$ cat src/rtl/div_pkg.sv
// rtl/div_pkg.sv - shared bus width and divider state encodings
package div_pkg;

  localparam int REG_BUS_WIDTH        = 32;
  localparam int DOUBLE_REG_BUS_WIDTH = 2 * REG_BUS_WIDTH;

  typedef enum logic [1:0] {
    DIV_IDLE = 2'b00,
    DIV_CALC = 2'b01,
    DIV_DONE = 2'b10
  } div_state_e;

  // Most negative two's-complement value of a given width, the only signed dividend that can overflow.
  function automatic logic [DOUBLE_REG_BUS_WIDTH-1:0] min_neg(input int width);
    logic [DOUBLE_REG_BUS_WIDTH-1:0] v;
    v = '0;
    v[width-1] = 1'b1;
    return v;
  endfunction

endpackage

$ cat src/rtl/div_if.sv
// rtl/div_if.sv - start/cancel/stop handshake and operand/result bus of the divider
interface div_if import div_pkg::*; #(
  parameter int WIDTH = REG_BUS_WIDTH
);

  logic             div_start_i;
  logic             div_cancel_i;
  logic             div_signed_i;
  logic [WIDTH-1:0] div_op1_i;
  logic [WIDTH-1:0] div_op2_i;
  logic             div_busy_o;
  logic             div_stop_o;
  logic [WIDTH-1:0] div_quot_o;
  logic [WIDTH-1:0] div_rem_o;

  modport master (
    output div_start_i, div_cancel_i, div_signed_i, div_op1_i, div_op2_i,
    input  div_busy_o, div_stop_o, div_quot_o, div_rem_o
  );

  modport slave (
    input  div_start_i, div_cancel_i, div_signed_i, div_op1_i, div_op2_i,
    output div_busy_o, div_stop_o, div_quot_o, div_rem_o
  );

endinterface

$ cat src/rtl/div_neg.sv
// rtl/div_neg.sv - conditional two's-complement negate
module div_neg import div_pkg::*; #(
  parameter int WIDTH = REG_BUS_WIDTH
) (
  input  logic             neg_i,
  input  logic [WIDTH-1:0] val_i,
  output logic [WIDTH-1:0] val_o
);

  assign val_o = neg_i ? (~val_i + WIDTH'(1)) : val_i;

endmodule

$ cat src/rtl/div.sv
// rtl/div.sv - multi-cycle radix-2 restoring divider for DIV/DIVU/REM/REMU
module div import div_pkg::*; #(
  parameter int WIDTH = REG_BUS_WIDTH
) (
  input logic  clk,
  input logic  rst_n,
  div_if.slave bus
);

  localparam int               CNT_W    = $clog2(WIDTH);
  localparam logic [CNT_W-1:0] LAST_CNT = CNT_W'(WIDTH - 1);
  localparam logic [WIDTH-1:0] MIN_NEG  = min_neg(WIDTH)[WIDTH-1:0];

  div_state_e       state_q;
  logic [CNT_W-1:0] count_q;
  logic [WIDTH-1:0] divisor_q;
  logic [WIDTH-1:0] rem_acc_q;
  logic [WIDTH-1:0] quot_shift_q;
  logic [WIDTH-1:0] quot_q;
  logic [WIDTH-1:0] rem_q;
  logic             neg_quot_q;
  logic             neg_rem_q;
  logic             busy_q;
  logic             stop_q;

  logic             op1_neg;
  logic             op2_neg;
  logic [WIDTH-1:0] op1_abs;
  logic [WIDTH-1:0] op2_abs;
  logic             div_zero;
  logic             div_ovf;
  logic             dvd_zero;
  logic [WIDTH:0]   trial_d;
  logic [WIDTH-1:0] rem_acc_d;
  logic [WIDTH-1:0] quot_shift_d;
  logic [WIDTH-1:0] quot_fix;
  logic [WIDTH-1:0] rem_fix;

  assign op1_neg = bus.div_signed_i & bus.div_op1_i[WIDTH-1];
  assign op2_neg = bus.div_signed_i & bus.div_op2_i[WIDTH-1];

  div_neg #(.WIDTH(WIDTH)) u_abs_op1 (.neg_i(op1_neg), .val_i(bus.div_op1_i), .val_o(op1_abs));
  div_neg #(.WIDTH(WIDTH)) u_abs_op2 (.neg_i(op2_neg), .val_i(bus.div_op2_i), .val_o(op2_abs));

  assign div_zero = (bus.div_op2_i == '0);
  assign div_ovf  = bus.div_signed_i && (bus.div_op1_i == MIN_NEG) && (bus.div_op2_i == '1);
  assign dvd_zero = (bus.div_op1_i == '0);

  // The partial remainder is always below the divisor, so the full remainder is shifted in
  // and a set borrow bit in the WIDTH+1 result means the trial subtraction went negative.
  assign trial_d      = {rem_acc_q, quot_shift_q[WIDTH-1]} - {1'b0, divisor_q};
  assign rem_acc_d    = trial_d[WIDTH] ? {rem_acc_q[WIDTH-2:0], quot_shift_q[WIDTH-1]}
                                       : trial_d[WIDTH-1:0];
  assign quot_shift_d = {quot_shift_q[WIDTH-2:0], ~trial_d[WIDTH]};

  div_neg #(.WIDTH(WIDTH)) u_fix_quot (.neg_i(neg_quot_q), .val_i(quot_shift_d), .val_o(quot_fix));
  div_neg #(.WIDTH(WIDTH)) u_fix_rem  (.neg_i(neg_rem_q),  .val_i(rem_acc_d),    .val_o(rem_fix));

  always_ff @(posedge clk) begin
    if (!rst_n) begin
      state_q      <= DIV_IDLE;
      count_q      <= '0;
      divisor_q    <= '0;
      rem_acc_q    <= '0;
      quot_shift_q <= '0;
      quot_q       <= '0;
      rem_q        <= '0;
      neg_quot_q   <= 1'b0;
      neg_rem_q    <= 1'b0;
      busy_q       <= 1'b0;
      stop_q       <= 1'b0;
    end else if (bus.div_cancel_i) begin
      state_q <= DIV_IDLE;
      count_q <= '0;
      quot_q  <= '0;
      rem_q   <= '0;
      busy_q  <= 1'b0;
      stop_q  <= 1'b0;
    end else begin
      case (state_q)
        DIV_IDLE: begin
          stop_q <= 1'b0;
          if (bus.div_start_i) begin
            divisor_q    <= op2_abs;
            neg_quot_q   <= bus.div_signed_i & (bus.div_op1_i[WIDTH-1] ^ bus.div_op2_i[WIDTH-1]);
            neg_rem_q    <= op1_neg;
            count_q      <= '0;
            rem_acc_q    <= '0;
            quot_shift_q <= op1_abs;
            busy_q       <= 1'b1;
            if (div_zero) begin
              state_q <= DIV_DONE;
              stop_q  <= 1'b1;
              quot_q  <= '1;
              rem_q   <= bus.div_op1_i;
            end else if (div_ovf) begin
              state_q <= DIV_DONE;
              stop_q  <= 1'b1;
              quot_q  <= bus.div_op1_i;
              rem_q   <= '0;
            end else if (dvd_zero) begin
              state_q <= DIV_DONE;
              stop_q  <= 1'b1;
              quot_q  <= '0;
              rem_q   <= '0;
            end else begin
              state_q <= DIV_CALC;
            end
          end
        end
        DIV_CALC: begin
          count_q      <= count_q + CNT_W'(1);
          rem_acc_q    <= rem_acc_d;
          quot_shift_q <= quot_shift_d;
          if (count_q == LAST_CNT) begin
            state_q <= DIV_DONE;
            stop_q  <= 1'b1;
            quot_q  <= quot_fix;
            rem_q   <= rem_fix;
          end
        end
        DIV_DONE: begin
          state_q <= DIV_IDLE;
          busy_q  <= 1'b0;
          stop_q  <= 1'b0;
        end
        default: begin
          state_q <= DIV_IDLE;
          busy_q  <= 1'b0;
          stop_q  <= 1'b0;
        end
      endcase
    end
  end

  assign bus.div_busy_o = busy_q;
  assign bus.div_stop_o = stop_q;
  assign bus.div_quot_o = quot_q;
  assign bus.div_rem_o  = rem_q;

endmodule
$ cat src/flat_wrapper.sv
// flat-port wrapper written by rule: the top's interface ports become plain ports
module div_flat import div_pkg::*;
#(
  parameter int WIDTH = REG_BUS_WIDTH
)
  (clk, rst_n, bus_div_start_i, bus_div_cancel_i, bus_div_signed_i, bus_div_op1_i, bus_div_op2_i, bus_div_busy_o, bus_div_stop_o, bus_div_quot_o, bus_div_rem_o);
  div_if #(.WIDTH(WIDTH)) bus_i ();
  input logic clk;
  input logic rst_n;
  input wire logic [$bits(bus_i.div_start_i)-1:0] bus_div_start_i;
  input wire logic [$bits(bus_i.div_cancel_i)-1:0] bus_div_cancel_i;
  input wire logic [$bits(bus_i.div_signed_i)-1:0] bus_div_signed_i;
  input wire logic [$bits(bus_i.div_op1_i)-1:0] bus_div_op1_i;
  input wire logic [$bits(bus_i.div_op2_i)-1:0] bus_div_op2_i;
  output wire logic [$bits(bus_i.div_busy_o)-1:0] bus_div_busy_o;
  output wire logic [$bits(bus_i.div_stop_o)-1:0] bus_div_stop_o;
  output wire logic [$bits(bus_i.div_quot_o)-1:0] bus_div_quot_o;
  output wire logic [$bits(bus_i.div_rem_o)-1:0] bus_div_rem_o;
  assign bus_i.div_start_i = bus_div_start_i;
  assign bus_i.div_cancel_i = bus_div_cancel_i;
  assign bus_i.div_signed_i = bus_div_signed_i;
  assign bus_i.div_op1_i = bus_div_op1_i;
  assign bus_i.div_op2_i = bus_div_op2_i;
  assign bus_div_busy_o = bus_i.div_busy_o;
  assign bus_div_stop_o = bus_i.div_stop_o;
  assign bus_div_quot_o = bus_i.div_quot_o;
  assign bus_div_rem_o = bus_i.div_rem_o;
  div #(.WIDTH(WIDTH)) u_core (.clk(clk), .rst_n(rst_n), .bus(bus_i));
endmodule
$ cat config.mk
export PLATFORM = sky130hd
export DESIGN_NAME = div_flat
export DESIGN_NICKNAME = d
export VERILOG_FILES = /design/src/rtl/div_pkg.sv /design/src/rtl/div_if.sv /design/src/rtl/div_neg.sv /design/src/rtl/div.sv /design/src/flat_wrapper.sv
export SDC_FILE = /design/constraint.sdc
export NUM_CORES = 1
export LEC_CHECK = 0
export ABC_AREA = 1
export BUFFER_PORTS_ARGS = -buffer_cell sky130_fd_sc_hd__buf_4
export CAP_MARGIN = 5
export CORE_ASPECT_RATIO = 0.8
export CORE_UTILIZATION = 50
export CTS_CLUSTER_DIAMETER = 60
export DETAILED_ROUTE_END_ITERATION = 8
export HOLD_SLACK_MARGIN = 0.15
export PLACE_DENSITY = 0.69
export SYNTH_ARGS = -nofsm -noshare
export SYNTH_HDL_FRONTEND = slang
export SYNTH_HIERARCHICAL = 1
export SYNTH_SLANG_ARGS = --single-unit
export TNS_END_PERCENT = 30
$ cat constraint.sdc
create_clock -name clk -period 7.57 [get_ports clk]
set_clock_uncertainty 0.1 [all_clocks]
set_input_delay 1.514 -clock clk [delete_from_list [all_inputs] [get_ports clk]]
set_output_delay 1.514 -clock clk [all_outputs]
set_load 0.01 [all_outputs]
==> results.toml, run 1 <==
[timing]
finalHoldViolCount = 0
fin_crit_sh = 0.5940
fin_crit_ns = 4.497
worst_pin_slew_ns = 1.362
worst_slack_ns = 3.073
max_slew_margin = 0.08347
slew_violations = 0
rsz0062_at_grt = "no"
fin_tns_setup_ns = 0
max_freq_mhz = 222.4
finalSetupViolCount = 0

[yosys]
syn-cell-area_um2 = 15270
synth_seq_area_share = 0.2242
synth_edf_count = 0
ys_async_sr_fraction = 0
synth_nets = 2767
avgSynthCellArea_um2 = 5.743
yosys_warnings = 6
synth-main-ff-cell = "dfxtp_1"
ys_types = 45
syn_inst = 2659
ys_ff_latch = 171

[die]
start_util = 0.5152
die_area_um2 = 31250
rows = 56
ios = 135
core-area_um2 = 29640
die_y_um = 158.3
fp.dieW_um = 197.4

[global_route]
grt_overflow = 0
antenna_found_initial = 0
grt_pass1_wl_um = 80690
grt_max_degree = 101
grt_pass1_vias = 14560
grt_use_total = 0.3324

[placement]
pre_cts_slack_ns = 2.701
dp_hpwl_um = 40360
gp_congestion = 0.9799
port-buffer-count = 134
dp_cells = 3106

[setup_path]
cp_slowest_stage_delay_ns = 1.17
critPathKind = "input pin to flip-flop"
crit_slowest_cell = "clkinv_1"
worstPathArrival_ns = 4.75
crit_buf_inv = 3
start_kind = "input pin"
crit_chain = "buf_4, inv_1, nor3_1, nor2_2, nor2_4, clkinv_1, nor2_1, o21ai_0, a21oi_1"
cp-end-kind = "flip-flop"
crit_path_max_fanout = 63
crit_family = "simple AND/OR/NAND/NOR gates"
crit_required_ns = 7.82

[flow_run]
maxCapViolations = 0

[clock_network]
postCtsResizedCells = 0
clk_latency_ns = 0.46
cts_inserted_buffers = 17
clockBufferDepth = 2
cts_hold_buf = 0
postCtsSetupBuffers = 0
path_clk_slew_ns = 0.07
cts-root-buf = "clkbuf_16"
cts_tree = "built"
htree_levels = 4
cts_sinks = 171

[power]
powerDensity_nw_per_um2 = 157.8
irDropWorstVdd_mv = 0.1556
p_leak_uw = 0.008401

[hold_path]
hold_class = "flip-flop to flip-flop"

[layout]
drive_above_1_share = 0.1219
num-nets-final = 2827
final_common_cell = "nand2_1"
area_growth_pct = 10.68
layout_common_cells = "nand2_1, nor2_1, inv_1"
n_fill_cell = 3080
layout.cells.non_filler = 3138
diodes = 0

[drt]
firstDrtPassIters = 5
drc = 0
drtIter0Drc = 1801
vias = 17040
wire_per_inst_um = 16.48
routed_via_density = 5.431
postRouteAntennaNets = 0
wl_um = 51710

[outcome]
status = "finished clean"
-- report_power, final --
group	switching (uW)	internal (uW)
Combinational	531	235
Clock	454	485
Sequential	34.4	928
-- sequential cells by signal (all words and copies together) (netlist names), 2 cells and up --
signal                 count
u_core/bus.div_rem_o      32
u_core/quot_shift_q       32
u_core/divisor_q          32
u_core/rem_acc_q          32
u_core/state_q             2
u_core/count_q             5
u_core/bus.div_quot_o     32
-- synth_stat cells (all sizes together) (2+ instances only) --
master	number	area, um2
a21oi	162	844.6
a31oi	32	200.2
and2	30	187.7
and3	2	12.51
buf	47	364.1
clkbuf	56	240.2
clkinv	3	11.26
dfxtp	171	3423
ha	38	475.5
inv	306	1169
nand2	970	3806
nand3	223	1126
nand3b	9	67.56
nand4	23	143.9
nor2	378	1814
nor3	12	60.06
nor4	5	31.28
o21ai	111	585.6
o21bai	2	15.01
o22ai	2	12.51
or2	2	12.52
xnor2	48	420.4
xor2	23	201.4
-- through the flow --
step                  util  power [uW]  hold WS, ns  instance area [um2]
CTS                 0.5702        2662       0.3656                16900
global placement    0.5490        1719       0.3494                16270
floorplan                -        1506       0.3353                15270
detailed placement  0.5490        1725       0.3539                16270
global route        0.5702        2800       0.3773                16900
finish              0.5702        2667       0.3656                16900
-- worst register-to-register path: cells and delay by family (launching register included) --
family,cells,cell delay [ns]
buffers and inverters,4,0.34
AND/OR/NAND/NOR,19,2.48
adder cells (fa/ha/maj),3,0.82
AO/OA/AOI/OAI,1,0.19
flip-flops,1,0.33
-- area by class of cell --
| class | count | area [um2] | area share |
|---|---|---|---|
| Sequential cell | 171 | 3423 | 0.2025 |
| Timing Repair Buffer | 144 | 1081 | 0.06396 |
| Clock inverter | 15 | 205.2 | 0.01214 |
| Tap cell | 406 | 508.0 | 0.03006 |
| Inverter | 309 | 1180 | 0.06981 |
| Multi-Input combinational cell | 2076 | 10080 | 0.5963 |
| Clock buffer | 17 | 425.4 | 0.02517 |
-- final timing paths --
kind | start | endpoint | slack, ns | cells after the start
worst max-delay path | bus_div_start_i | u_core/quot_shift_q[0] | 3.07 | 9
worst min-delay path | u_core/bus.div_rem_o[17] | u_core/bus.div_rem_o[17] | 0.37 | 2
worst max register to register | u_core/quot_shift_q[31] | u_core/bus.div_rem_o[30] | 3.23 | 27
worst min register to register | u_core/bus.div_rem_o[17] | u_core/bus.div_rem_o[17] | 0.37 | 2
-- layer usage --
metal,part of all wire,up-vias,GRT usage,routed length (um)
met3,0.090,41,0.04914,4635
met4,0.0092,0,0.06423,477
li1,-,8459,-,-
met2,0.39,710,0.4685,20390
met5,0,-,0,0
met1,0.51,7834,0.5226,26210
-- cell families after synthesis --
kind of cell / Yosys count / share of synthesized area
flip-flops: 171 / 0.2242
AO/OA/AOI/OAI: 312 / 0.1103
XOR/XNOR: 71 / 0.04072
adder cells (fa/ha/maj): 39 / 0.03245
buffers and inverters: 412 / 0.1168
AND/OR/NAND/NOR: 1654 / 0.4755
(Power assumes the default switching activity.)
==> run 2, diff against run 1 <==
Clock period 7.57 ns to 4.4 ns, I/O delays scaled along.
==> run 2 against run 1 <==
- sequential power rose by 73%
- wire length rose by 3.8%
- first-iteration DRC count rose by 6.3%
- setup slack got worse by 2.8 ns
- critical path depth rose by 17
- non-clock buffer count rose by 10
- critical endpoint is now u_core/bus.div_rem_o[10]
==> results.toml, run 2 (synthesis gave the netlist of run 1 again) <==
[clock_network]
postCtsResizedCells = 0
path_clk_slew_ns = 0.07
cts_tree = "built"
clk_latency_ns = 0.46
htree_levels = 4
cts-root-buf = "clkbuf_16"
cts_inserted_buffers = 17
clockBufferDepth = 2
cts_sinks = 171
cts_hold_buf = 0
postCtsSetupBuffers = 0

[timing]
fin_crit_sh = 0.9290
max_freq_mhz = 244.6
fin_crit_ns = 4.088
worst_pin_slew_ns = 1.224
finalSetupViolCount = 0
fin_tns_setup_ns = 0
max_slew_margin = 0.1826
rsz0062_at_grt = "no"
slew_violations = 0
finalHoldViolCount = 0

[power]
p_comb_frac = 0.291
clockPowerShare = 0.345
p_sw_frac = 0.3839
seqPwrFrac = 0.365
p_sw_uw = 1756
irDropWorstVdd_mv = 0.2441
powerDensity_nw_per_um2 = 270.0
p_int_uw = 2818
p_leak_uw = 0.008428

[die]
fp.dieW_um = 197.4
die_area_um2 = 31250
die_y_um = 158.3
ios = 135
core-area_um2 = 29640
rows = 56
start_util = 0.5152

[drt]
drtIter0Drc = 1914
drc = 0
firstDrtPassIters = 6
vias = 17200
wire_per_inst_um = 17.04
postRouteAntennaNets = 0
routed_via_density = 5.465
wl_um = 53660

[placement]
dp_hpwl_um = 42160
port-buffer-count = 134
dp_cells = 3116
gp_congestion = 0.9757

[setup_path]
cp_slowest_stage_delay_ns = 0.43
crit_slowest_cell = "fa_1"
worstPathArrival_ns = 4.37
cp-end-kind = "flip-flop"
start_kind = "flip-flop"
path_common_cell = "nand2_2"
crit_path_max_fanout = 35
crit_required_ns = 4.69
crit_family = "simple AND/OR/NAND/NOR gates"
critPathKind = "flip-flop to flip-flop"
crit_buf_inv = 2

[layout]
diodes = 0
final_common_cell = "nand2_1"
area_growth_pct = 10.97
num-nets-final = 2837
drive_above_1_share = 0.1251
layout.cells.non_filler = 3148
n_fill_cell = 3109
layout_common_cells = "nand2_1, nor2_1, inv_1"

[global_route]
grt_max_degree = 70
grt_pass1_vias = 14570
grt_use_total = 0.3438
antenna_found_initial = 0
grt_pass1_wl_um = 82830
grt_overflow = 0

[hold_path]
hold_class = "flip-flop to flip-flop"

[outcome]
status = "finished clean"

[flow_run]
maxCapViolations = 0
==> run 2: power by group through the flow <==
stage                     Sequential [uW]  Clock [uW]  Combinational [uW]
final                                1670        1580                1330
after floorplan                      1670           0                 924
after global routing                 1670        1660                1470
after detailed placement             1700           0                1290
after global placement               1700           0                1280
after CTS                            1660        1590                1290
==> run 2: per-stage QoR <==
stage,power (uW),utilization,cell area [um2],hold WS [ns],setup slack [ns]
CTS,4552,0.5718,16950,0.3639,0.3503
floorplan,2591,-,15270,0.3353,1.125
detailed placement,2986,0.5515,16350,0.3537,0.3731
finish,4575,0.5718,16950,0.3625,0.3123
global placement,2979,0.5515,16350,0.3478,0.4353
global route,4795,0.5718,16950,0.3741,0.007997
==> run 2: final cells by class <==
type                    count  area, um2  share of cell area
flip-flops and latches    171       3423              0.2020
repair buffers            154       1156             0.06822
inverters                 309       1180             0.06962
clock inverters            15      175.2             0.01034
multi-input cells        2076      10080              0.5947
clock buffers              17      425.4             0.02510
well taps                 406      508.0             0.02998
==> run 2: path summary, 6_finish.rpt <==
check | to | startpoint | cells after the start | slack [ns]
worst max-delay path | u_core/bus.div_rem_o[10] | u_core/divisor_q[0] | 26 | 0.31
worst min-delay path | u_core/bus.div_rem_o[8] | u_core/bus.div_rem_o[8] | 2 | 0.36
worst max register to register | u_core/bus.div_rem_o[10] | u_core/divisor_q[0] | 26 | 0.31
worst min register to register | u_core/bus.div_rem_o[8] | u_core/bus.div_rem_o[8] | 2 | 0.36
==> run 2: layer usage <==
metal  track usage  vias up  routed length, um
li1              -     8483                  -
met1        0.5426     7888              26380
met2        0.4686      803              20760
met3       0.07816       30               6069
met4       0.04836        0                450
met5             0        -                  0
==> run 2: tightest hold or removal path, cell delays in order, from the launching register on <==
cell	delay [ns]
dfxtp_1	0.31
nand2_1	0.06
a21oi_1	0.05
==> run 3, diff against run 2 <==
Settings changed: CORE_ASPECT_RATIO 0.8 to 0.9.
==> run 3 against run 2 <==
- via count shrank 1.9%
- combinational power barely moved
- critical path depth decreased by 1
- maximum frequency fell by 0.85%
- wire length decreased by 2.8%
- power decreased by 0.47%
- hold slack got worse by 0.00066 ns
- largest power group unchanged
==> results.toml, run 3 (synthesis gave the netlist of run 1 again) <==
[outcome]
status = "finished clean"

[timing]
fin_crit_sh = 0.9370
max_freq_mhz = 242.6
finalSetupViolCount = 0
rsz0062_at_grt = "no"
finalHoldViolCount = 0
worst_slack_ns = 0.2774
fin_crit_ns = 4.123
max_slew_margin = 0.3069
slew_violations = 0
fin_tns_setup_ns = 0
worst_pin_slew_ns = 1.036

[die]
die_area_um2 = 31250
ios = 135
die_y_um = 167.8
core-area_um2 = 29950
fp.dieW_um = 186.2
rows = 60
start_util = 0.5098

[drt]
vias = 16880
drtIter0Drc = 1689
firstDrtPassIters = 6
wire_per_inst_um = 16.58
drc = 0
postRouteAntennaNets = 0
routed_via_density = 5.369
wl_um = 52130

[global_route]
grt_max_degree = 75
antenna_found_initial = 0
grt_pass1_wl_um = 81190
grt_pass1_vias = 14920
grt_use_total = 0.3340
grt_overflow = 0

[clock_network]
cts_tree = "built"
cts_inserted_buffers = 17
cts_hold_buf = 0
cts-root-buf = "clkbuf_16"
postCtsResizedCells = 0
htree_levels = 4
path_clk_slew_ns = 0.08
clockBufferDepth = 2
clk_latency_ns = 0.45
postCtsSetupBuffers = 0
cts_sinks = 171

[setup_path]
critPathKind = "flip-flop to flip-flop"
rr_startpoint = "u_core/quot_shift_q[31]"
crit_required_ns = 4.69
r2r-end = "u_core/bus.div_rem_o[9]"
start_kind = "flip-flop"
crit_path_max_fanout = 35
r2r_slack_ns = 0.28
worstPathArrival_ns = 4.41
r2r_cells = 25
cp-end-kind = "flip-flop"

[layout]
num-nets-final = 2835
layout_common_cells = "nand2_1, nor2_1, inv_1"
n_fill_cell = 3150
final_common_cell = "nand2_1"
area_growth_pct = 11.09
drive_above_1_share = 0.1248
layout.cells.non_filler = 3144
fin_area_um2 = 16960

[flow_run]
maxCapViolations = 0

[power]
powerDensity_nw_per_um2 = 268.4
irDropWorstVdd_mv = 0.3279
p_leak_uw = 0.008440

[hold_path]
holdPathEnd = "u_core/bus.div_quot_o[22]"
hold_class = "flip-flop to flip-flop"
worstHoldStart = "u_core/bus.div_quot_o[22]"
whs_path_depth = 2

[placement]
dp_cells = 3111
port-buffer-count = 134
dp_hpwl_um = 40240
placed_cell_area_um2 = 16350
gp_congestion = 0.9634
pre_cts_slack_ns = 0.4219
run 3: metrics by stage:
step | hold WS (ns) | utilization | total power, uW
after floorplan | 0.3353 | - | 2591
after global routing | 0.3805 | 0.5662 | 4780
after detailed placement | 0.3525 | 0.5457 | 2973
after CTS | 0.3648 | 0.5662 | 4545
final | 0.3619 | 0.5663 | 4554
after global placement | 0.3487 | 0.5457 | 2971
run 3: final cells by class:
class                   count  area (um2)  share of cell area
inverters                 309        1180             0.06955
clock buffers              17       425.4             0.02508
repair buffers            152        1154             0.06800
multi-input cells        2076       10090              0.5946
clock inverters            15       188.9             0.01114
flip-flops and latches    171        3423              0.2018
diodes                      1       2.502           0.0001475
well taps                 403       504.2             0.02972
run 3: where the power goes:
| group | switching (uW) | internal (uW) |
|---|---|---|
| Clock | 802 | 778 |
| Sequential | 63.6 | 1600 |
| Combinational | 904 | 408 |
run 3: layer usage:
layer	vias up	track usage	wire length (um)
li1	8488	-	-
met4	0	0.1048	1261
met1	7668	0.4850	24390
met2	652	0.4995	22180
met5	-	0	0
met3	72	0.05451	4295
run 3: worst max-delay path by stage:
stage | slack, ns | start | to
detailed placement | 0.42 | u_core/quot_shift_q[31] | u_core/bus.div_rem_o[9]
floorplan | 1.12 | u_core/quot_shift_q[31] | u_core/bus.div_rem_o[12]
global route | 0.04 | u_core/quot_shift_q[31] | u_core/bus.div_rem_o[14]
finish | 0.28 | u_core/quot_shift_q[31] | u_core/bus.div_rem_o[9]
CTS | 0.39 | u_core/quot_shift_q[31] | u_core/bus.div_rem_o[9]
global placement | 0.44 | u_core/quot_shift_q[31] | u_core/bus.div_rem_o[9]
run 3: critical path, cell delays in order (launching register included):
cell	delay, ns
dfxtp_1	0.31
inv_1	0.07
ha_1	0.15
inv_1	0.08
fa_1	0.43
nand2_1	0.10
nand2_2	0.07
nand3_2	0.08
nand2_2	0.09
nand2_2	0.07
nand2_2	0.06
nand2_2	0.08
nand3_1	0.11
nand2_4	0.41
nand2_1	0.13
and2_1	0.22
nor2_1	0.23
nand2_1	0.13
nor2_4	0.17
nor2_4	0.07
nor2_4	0.17
xnor2_1	0.21
nand2_1	0.10
nand2_1	0.12
nand3_1	0.08
a21oi_1	0.17
